**config.mk**
```make
export PLATFORM = sky130hd
export DESIGN_NAME = pipeline_hazard_ctrl
export DESIGN_NICKNAME = d
export VERILOG_FILES = /design/src/rtl/pipeline_pkg.sv /design/src/rtl/pipeline_hazard_ctrl_sat_counter.sv /design/src/rtl/pipeline_hazard_ctrl.sv
export SDC_FILE = /design/constraint.sdc
export NUM_CORES = 1
export LEC_CHECK = 0
export ABC_AREA = 1
export CORE_MARGIN = 2
export CORE_UTILIZATION = 40
export DETAILED_ROUTE_END_ITERATION = 8
export PLACE_DENSITY = 0.68
export SLEW_MARGIN = 20
export SYNTH_ARGS = -nofsm -noshare
export SYNTH_HDL_FRONTEND = slang
export SYNTH_SLANG_ARGS = --single-unit
```
**constraint.sdc**
```tcl
create_clock -name Clk -period 2.4 [get_ports Clk]
set_clock_uncertainty 0.1 [all_clocks]
set_input_delay 0.24 -clock Clk [delete_from_list [all_inputs] [get_ports Clk]]
set_output_delay 0.24 -clock Clk [all_outputs]
set_load 0.02 [all_outputs]
```
**src/rtl/pipeline_pkg.sv**
```systemverilog
// Shared definitions for the pipeline hazard/stall controller.
//   - Forwarding mux select encodings used by the execute-stage operand muxes.
//   - Multi-cycle execute FSM state encodings.
//   - fwdSelect: resolves memory/writeback matches into an execute operand select.
package pipeline_pkg;

  // Execute-stage operand select encodings
  localparam logic [1:0] FWD_NONE = 2'b00;  // register file value
  localparam logic [1:0] FWD_WB   = 2'b01;  // result from writeback stage
  localparam logic [1:0] FWD_MEM  = 2'b10;  // ALU result from memory stage

  // Multi-cycle execute FSM states
  localparam logic [0:0] MC_IDLE = 1'b0;
  localparam logic [0:0] MC_BUSY = 1'b1;

  // The memory stage holds the younger producer, so it wins over writeback.
  function automatic logic [1:0] fwdSelect(input logic memMatch, input logic wbMatch);
    if (memMatch) begin
      return FWD_MEM;
    end
    if (wbMatch) begin
      return FWD_WB;
    end
    return FWD_NONE;
  endfunction

endpackage

```
**src/rtl/pipeline_hazard_ctrl_sat_counter.sv**
```systemverilog
// sat_counter: saturating up-counter for debug event statistics.
// Ports:
//   Clk    in  1  clock
//   clear  in  1  synchronous clear, takes priority over incEn
//   incEn  in  1  count one event this cycle
//   count  out W  current value; sticks at all-ones instead of wrapping
module sat_counter #(
  parameter int W = 32
) (
  input  logic         Clk,
  input  logic         clear,
  input  logic         incEn,
  output logic [W-1:0] count
);

  always_ff @(posedge Clk) begin
    if (clear) begin
      count <= '0;
    end else if (incEn && (count != '1)) begin
      count <= count + 1'b1;
    end
  end

endmodule

```
**src/rtl/pipeline_hazard_ctrl.sv**
```systemverilog
// pipeline_hazard_ctrl: hazard detection, forwarding selects and stall/flush
// sequencing for the 5-stage pipeline, plus a small FSM that holds execute
// for multi-cycle operations and two saturating debug counters.
//
// Parameters:
//   REG_AW  register address width
//   MC_LAT  execute occupancy of a multi-cycle op in cycles (>=1, 1 disables FSM)
//   CNT_W   event counter width
//
// Ports:
//   Clk, Reset                          clock, synchronous active-high reset
//   RsD, RtD                            decode source registers
//   RsE, RtE                            execute source registers
//   WriteRegE/M/W, RegWriteE/M/W        destination register and write enable per stage
//   MemToRegE, MemToRegM                a load sits in that stage
//   BranchD, PCSrcD                     branch compare in decode, redirect request
//   MultiCycleE                         the op in execute is multi-cycle
//   StallF/D/E                          hold pipeline registers
//   FlushD/E/M                          insert bubble into pipeline registers
//   ForwardAE/BE                        execute operand selects (FWD_*)
//   ForwardAD/BD                        decode branch operand select from memory stage
//   StallCycles, FlushEvents            saturating debug counters
//
// Multi-cycle FSM:
//   state   | meaning
//   MC_IDLE | no multi-cycle op held; a new one stalls and loads Cnt=MC_LAT-2
//   MC_BUSY | op held in execute; stall while Cnt>0, release when Cnt==0
module pipeline_hazard_ctrl
  import pipeline_pkg::*;
#(
  parameter int REG_AW = 5,
  parameter int MC_LAT = 4,
  parameter int CNT_W  = 32
) (
  input  logic              Clk,
  input  logic              Reset,
  input  logic [REG_AW-1:0] RsD,
  input  logic [REG_AW-1:0] RtD,
  input  logic [REG_AW-1:0] RsE,
  input  logic [REG_AW-1:0] RtE,
  input  logic [REG_AW-1:0] WriteRegE,
  input  logic [REG_AW-1:0] WriteRegM,
  input  logic [REG_AW-1:0] WriteRegW,
  input  logic              RegWriteE,
  input  logic              RegWriteM,
  input  logic              RegWriteW,
  input  logic              MemToRegE,
  input  logic              MemToRegM,
  input  logic              BranchD,
  input  logic              PCSrcD,
  input  logic              MultiCycleE,
  output logic              StallF,
  output logic              StallD,
  output logic              StallE,
  output logic              FlushD,
  output logic              FlushE,
  output logic              FlushM,
  output logic [1:0]        ForwardAE,
  output logic [1:0]        ForwardBE,
  output logic              ForwardAD,
  output logic              ForwardBD,
  output logic [CNT_W-1:0]  StallCycles,
  output logic [CNT_W-1:0]  FlushEvents
);

  // Down-counter sized for the largest load value MC_LAT-2.
  localparam int CntW       = (MC_LAT > 2) ? $clog2(MC_LAT - 1) : 1;
  localparam int CntLoadInt = (MC_LAT > 1) ? (MC_LAT - 2) : 0;
  localparam logic [CntW-1:0] CntLoad = CntW'(CntLoadInt);
  localparam bit McEnable   = (MC_LAT > 1);

  // A stage matches a source when it writes a non-zero register equal to it.
  function automatic logic regMatch(input logic we, input logic [REG_AW-1:0] wr,
                                    input logic [REG_AW-1:0] src);
    return we && (wr != '0) && (wr == src);
  endfunction

  logic            mcState;
  logic            mcStateNext;
  logic [CntW-1:0] cnt;
  logic [CntW-1:0] cntNext;
  logic            mcStall;

  logic matchERsD, matchERtD;
  logic matchMRsD, matchMRtD;
  logic matchMRsE, matchMRtE;
  logic matchWRsE, matchWRtE;
  logic luStall;
  logic brStall;
  logic anyStall;

  assign matchERsD = regMatch(RegWriteE, WriteRegE, RsD);
  assign matchERtD = regMatch(RegWriteE, WriteRegE, RtD);
  assign matchMRsD = regMatch(RegWriteM, WriteRegM, RsD);
  assign matchMRtD = regMatch(RegWriteM, WriteRegM, RtD);
  assign matchMRsE = regMatch(RegWriteM, WriteRegM, RsE);
  assign matchMRtE = regMatch(RegWriteM, WriteRegM, RtE);
  assign matchWRsE = regMatch(RegWriteW, WriteRegW, RsE);
  assign matchWRtE = regMatch(RegWriteW, WriteRegW, RtE);

  // Load result is not available until after memory, so decode must wait.
  assign luStall = MemToRegE && (matchERsD || matchERtD);

  // Branch compare in decode can only take operands forwarded from memory:
  // anything still in execute, or a load still in memory, is too late.
  assign brStall = BranchD && (matchERsD || matchERtD ||
                               (MemToRegM && (matchMRsD || matchMRtD)));

  always_comb begin
    mcStall     = 1'b0;
    mcStateNext = mcState;
    cntNext     = cnt;
    case (mcState)
      MC_IDLE: begin
        if (McEnable && MultiCycleE) begin
          mcStall     = 1'b1;
          cntNext     = CntLoad;
          mcStateNext = MC_BUSY;
        end
      end
      MC_BUSY: begin
        // Terminal count: release execute; MultiCycleE belongs to this op, so
        // it is not allowed to retrigger on the same edge.
        if (cnt != '0) begin
          mcStall = 1'b1;
          cntNext = cnt - 1'b1;
        end else begin
          mcStateNext = MC_IDLE;
        end
      end
      default: begin
        mcStateNext = MC_IDLE;
        cntNext     = '0;
      end
    endcase
  end

  always_ff @(posedge Clk) begin
    if (Reset) begin
      mcState <= MC_IDLE;
      cnt     <= '0;
    end else begin
      mcState <= mcStateNext;
      cnt     <= cntNext;
    end
  end

  assign anyStall = mcStall || luStall || brStall;

  always_comb begin
    StallF    = 1'b0;
    StallD    = 1'b0;
    StallE    = 1'b0;
    FlushD    = 1'b1;
    FlushE    = 1'b1;
    FlushM    = 1'b1;
    ForwardAE = FWD_NONE;
    ForwardBE = FWD_NONE;
    ForwardAD = 1'b0;
    ForwardBD = 1'b0;
    if (!Reset) begin
      StallE    = mcStall;
      StallF    = anyStall;
      StallD    = anyStall;
      FlushM    = mcStall;
      // When execute is held the op there must survive, so no bubble.
      FlushE    = (luStall || brStall) && !mcStall;
      // A redirect from a stalled decode uses operands that are not ready yet.
      FlushD    = PCSrcD && !anyStall;
      ForwardAE = fwdSelect(matchMRsE, matchWRsE);
      ForwardBE = fwdSelect(matchMRtE, matchWRtE);
      ForwardAD = matchMRsD;
      ForwardBD = matchMRtD;
    end
  end

  sat_counter #(.W(CNT_W)) uStallCnt (
    .Clk   (Clk),
    .clear (Reset),
    .incEn (StallD),
    .count (StallCycles)
  );

  sat_counter #(.W(CNT_W)) uFlushCnt (
    .Clk   (Clk),
    .clear (Reset),
    .incEn (FlushD),
    .count (FlushEvents)
  );

endmodule
```
Word level (Yosys, flattened, before mapping). Index checks and enable logic that the tools add are counted.

Word-level logic and storage cells: 84. Register bits: 67. Bits of input ports: 45. Output and inout port bits: 76.

Mux-type cells: 33. Add/subtract/negate cells: 3. Reduce and logical (&&, ||, !) cells: 31. Eq/ne operators: 12. Bitwise operators: 1.

Operators with widths (number): $add 32x1->32 const B (2); $ne 32x32->1 const B (2); $eq 5x5->1 (8); $mux 2 (12); $mux 1 (19); $logic_and 1x1->1 (18); $reduce_bool 5->1 (3); $logic_or 1x1->1 (6); $pmux 2 s2 (1); $logic_not 1->1 (2); $ne 2x1->1 const B (1); $ne 2x2->1 const B (1); $pmux 1 s2 (1); $reduce_and 2->1 (1); $reduce_bool 2->1 (1); $sub 2x1->2 const B (1); $not 1->1 (1).

Depth between registers and ports, before layout.
Depth after elaboration: 12. Gate-level depth with buffers: 16. Gate-level depth less buffers: 16.

By module. Synthesis repeated with hierarchy kept, for this count alone.

Cells, all modules: 795. Area, all modules: 4978.5 um2.

By module, submodules not included: sat_counter (seq. area each 640.6 um2, area each 2062.0 um2, instances 2, cells each 324); pipeline_hazard_ctrl (seq. area each 60.1 um2, area each 854.6 um2, instances 1, cells each 147).

Worst setup path after synthesis. Ideal clock, no wire load.

Path type: reg-to-reg. From: register uFlushCnt.count[1]. To: register uFlushCnt.count[0]. Clock period less this slack: 2132 ps. Library setup time: 131 ps. Buffers on the path: 0. Stages on the path, launching flop included: 12. Arrival: 1901 ps. Data required time: 2169 ps. Path slack: 268 ps. Cell sequence: dfxtp_1 -> ha_1 -> nand2_1 -> nor2_2 -> nand2_1 -> nor2_1 -> nand4_1 -> nor2_1 -> inv_2 -> nand4_1 -> nand2_1 -> nor3b_1.

Cells in the longest elaborated chain, start to end: 2.

Ends and longest elaborated chain: start, declared (RTL line pipeline_hazard_ctrl_sat_counter.sv:13) `output logic [W-1:0] count`; start signal, assigned (RTL line pipeline_hazard_ctrl_sat_counter.sv:20) `count <= count + 1'b1;`; $ne 32x32->1 (RTL line pipeline_hazard_ctrl_sat_counter.sv:19) `end else if (incEn && (count != '1)) begin`; $logic_and 1x1->1 (RTL line pipeline_hazard_ctrl_sat_counter.sv:19).

No other way between the ends. A chain may end at the register's enable or synchronous reset.

Final worst setup path.
From: input WriteRegM[4]. To: output ForwardBE[0].

Cells in the longest elaborated chain, start to end: 7. Elaborated cells on any way between the ends: 8. Those cells by class: eq/ne: 1; mux: 4; reduce/logical: 3.

Ends and longest elaborated chain: start, declared (RTL line pipeline_hazard_ctrl.sv:42) `input logic [REG_AW-1:0] WriteRegM,`; $reduce_bool 5->1 (RTL line pipeline_hazard_ctrl.sv:75) `return we && (wr != '0) && (wr == src);`; $logic_and 1x1->1 (RTL line pipeline_hazard_ctrl.sv:75); $logic_and 1x1->1 (*) (RTL line pipeline_hazard_ctrl.sv:75); $mux 1 (*) (RTL line pipeline_pkg.sv:18) `if (memMatch) begin`; $mux 1 (*) (RTL line pipeline_hazard_ctrl.sv:161) `if (!Reset) begin`; $mux 2 (*) (RTL line pipeline_pkg.sv:21) `if (wbMatch) begin`; $mux 2 (*) (RTL line pipeline_hazard_ctrl.sv:161); end, declared (RTL line pipeline_hazard_ctrl.sv:59) `output logic [1:0] ForwardBE,`.

Every way passes the cells marked *; elsewhere a longest branch is shown, timed or not. The select of a mux whose other input is x is not followed.

==> key figures <==
Run status
  – Status: finished, final reports clean

CTS
  – Total CTS buffers: 9
  – Clock sink count: 67
  – CTS Hold Buffers Added: 0
  – Clk slew on worst S/H paths: 0.05 ns
  – Setup repair bufs after CTS: 0
  – Clk buf depth: 2
  – Worst-skew pair later-pin latency: 0.34 ns
  – Root Driver: clkbuf_16
  – CTS tree: built
  – H-tree depth: 3

Final layout
  – Layout area overhead: 40.1%
  – Nets@finish: 949
  – Share of cells above drive strength 1: 0.104
  – Antenna Diode Count: 0
  – Fin util: 0.577
  – Fill count: 1,129

Detailed routing
  – TritonRoute pass-1 iters: 5
  – ANT nets after route: 0
  – DRC viols: 0
  – Post-DR vias/cell: 5.18
  – Routed WL: 15,200 um
  – DRT iter0 DRCs: 320
  – Vias: 5,429
  – Routed length per instance: 14.5 um

Critical path
  – Crit path arrival time: 1.95 ns
  – Worst endpoint required time: 2.06 ns
  – Setup crit start kind: input pin
  – Critical path peak fanout: 4
  – CP endpoint kind: output pin
  – Crit path kind: input pin to output pin
  – Reg2reg path depth: 12

Global routing
  – Congestion Overflow GR: 0
  – Largest net degree at the start of global routing: 46
  – Vias in the first global route: 5,325
  – GR Util All Layers: 0.242
  – Global-route wire length before repair: 25,000 um
  – Antenna violations before repair: 0

Floorplan
  – Row count: 39
  – Initial Utilization: 0.412
  – Die width: 112 um
  – Ports: 121
  – Full die area: 0.0126 sq mm
  – Die Y: 112 um
  – Core box area: 0.0114 sq mm

Place
  – Routability cong.: 0.911
  – Hpwl dp: 11,500 um
  – Port Buffers: 120

Yosys
  – Synth unique cells: 40
  – Syn nets: 805
  – Synthesized area: 0.00470 sq mm
  – Number of flops mapped to enable cells by yosys: 0
  – Count leader, synth: nand2_1
  – Area share of the largest cell type after synthesis: 0.285
  – Async S/R FF share, synth: 0
  – Most common flop cell mapped by yosys: dfxtp_1
  – Cells after Synth: 757
  – Average size of a mapped cell: 6.21 sq um
  – Most frequent cells after synthesis: 187 x nand2_1, 92 x nor2_1, 89 x inv_1
  – Leading area contributor after synthesis: dfxtp_1
  – Ys Warns: 0
  – Post-synthesis sequential area ratio: 0.285
  – Synth area leaders: dfxtp_1 29%, nand2_1 15%, nand3_1 8.5%
  – Register bit total from synthesis: 67

Worst hold path
  – Hold crit path type: register to register
  – Hold path cells: 2

Timing
  – RSZ-0062 raised after global routing: true
  – Sum Neg Setup Slack: 0 ns
  – Slew Viols, Final: 0
  – Hold Fails Final Rpt: 0
  – Tcrit/Tclk final: 0.954
  – Max Clk Rate: 437 MHz
  – Worst-Margin Slew: 0.531 ns
  – Max transition margin: 0.646
  – Final setup fails: 0
  – Tmin final: 2.29 ns

Pwr
  – Worst VDD drop: 0.328 mV
  – PwrDens: 446 mW/mm^2
  – LEAKAGE: 2.65 nW

Job
  – Maxcap violations: 0
-- report_power, final --
group / total [mW] / switching [mW] / internal, mW
clock: 1.34 / 0.486 / 0.854
sequential: 1.14 / 0.00955 / 1.13
combinational: 0.460 / 0.256 / 0.204
total: 2.94 / 0.752 / 2.19
-- worst paths after layout --
kind | from | endpoint | slack [ns]
worst max register to register | uStallCnt.count[0] | uStallCnt.count[30] | 0.21
worst min register to register | cnt[1] | cnt[1] | 0.39
worst max-delay path | WriteRegM[4] | ForwardBE[0] | 0.11
worst min-delay path | cnt[1] | cnt[1] | 0.39
-- critical path, cell delays in order --
cell             delay [ns]
clkdlybuf4s50_1        0.56
nand3b_1               0.13
nand2_1                0.07
buf_4                  0.16
nor4_4                 0.27
buf_4                  0.15
nor2_1                 0.04
dlygate4sd2_1          0.32
-- sequential cells by signal (all words and copies together), names as in the netlist --
signal           count
uFlushCnt.count     32
mcState              1
uStallCnt.count     32
cnt                  2
-- through the flow --
step,power [mW],instances,setup slack (ns),instance area (sq um),hold slack [ns]
floorplan,1.40,757,0.268,4700,0.354
global route,3.05,1048,0.00310,6590,0.420
global placement,1.60,1033,-0.315,6240,0.370
finish,2.94,1048,0.111,6590,0.390
CTS,2.96,1048,0.00110,6550,0.390
detailed placement,1.61,1033,-0.390,6240,0.380
-- cell families after synthesis --
kind of cell | Yosys count | share of synthesized area
buffers and inverters | 124 | 0.107
and+or+nand+nor | 431 | 0.408
DFF | 67 | 0.285
adders and majority gates | 3 | 0.00799
AOI/OAI and AO/OA | 79 | 0.0929
xor gates and xnor gates | 53 | 0.0988
-- final cells by class --
class                           count  area [sq um]  area share
Multi-Input combinational cell    566          2920       0.444
Timing Repair Buffer              159          1480       0.225
Sequential cell                    67          1340       0.204
Inverter                           98           368      0.0559
Clock buffer                       13           260      0.0395
Tap cell                          143           179      0.0272
Clock inverter                      2          35.0     0.00532
-- layout by cell type (no fill, tap or decap), types with 3 or more instances in the layout --
cell type / n
a211oi_1: 3
a21oi_1: 53
buf_4: 39
clkbuf_16: 9
clkbuf_2: 5
clkdlybuf4s50_1: 106
dfxtp_1: 66
dlygate4sd2_1: 3
dlymetal6s2s_1: 3
inv_1: 89
inv_2: 8
nand2_1: 186
nand3_1: 79
nand3_2: 4
nand4_1: 19
nor2_1: 88
nor2_2: 4
nor3_1: 20
nor3b_1: 5
nor4_1: 9
o21ai_0: 9
o21ai_1: 4
or2_2: 3
xnor2_1: 15
xor2_1: 38
-- repair_timing --
action                     CTS  global route
pin swaps                    0             6
resized for setup           19            31
setup endpoints to repair    8            45
-- per-layer routing --
layer	track usage	wire length [um]	vias up
li1	-	-	2737
met1	0.298	6640	2486
met2	0.424	7520	178
met3	0.0448	710	28
met4	0.0854	361	0
met5	0	0	-
Note: power is estimated with default switching activity, not from simulation.
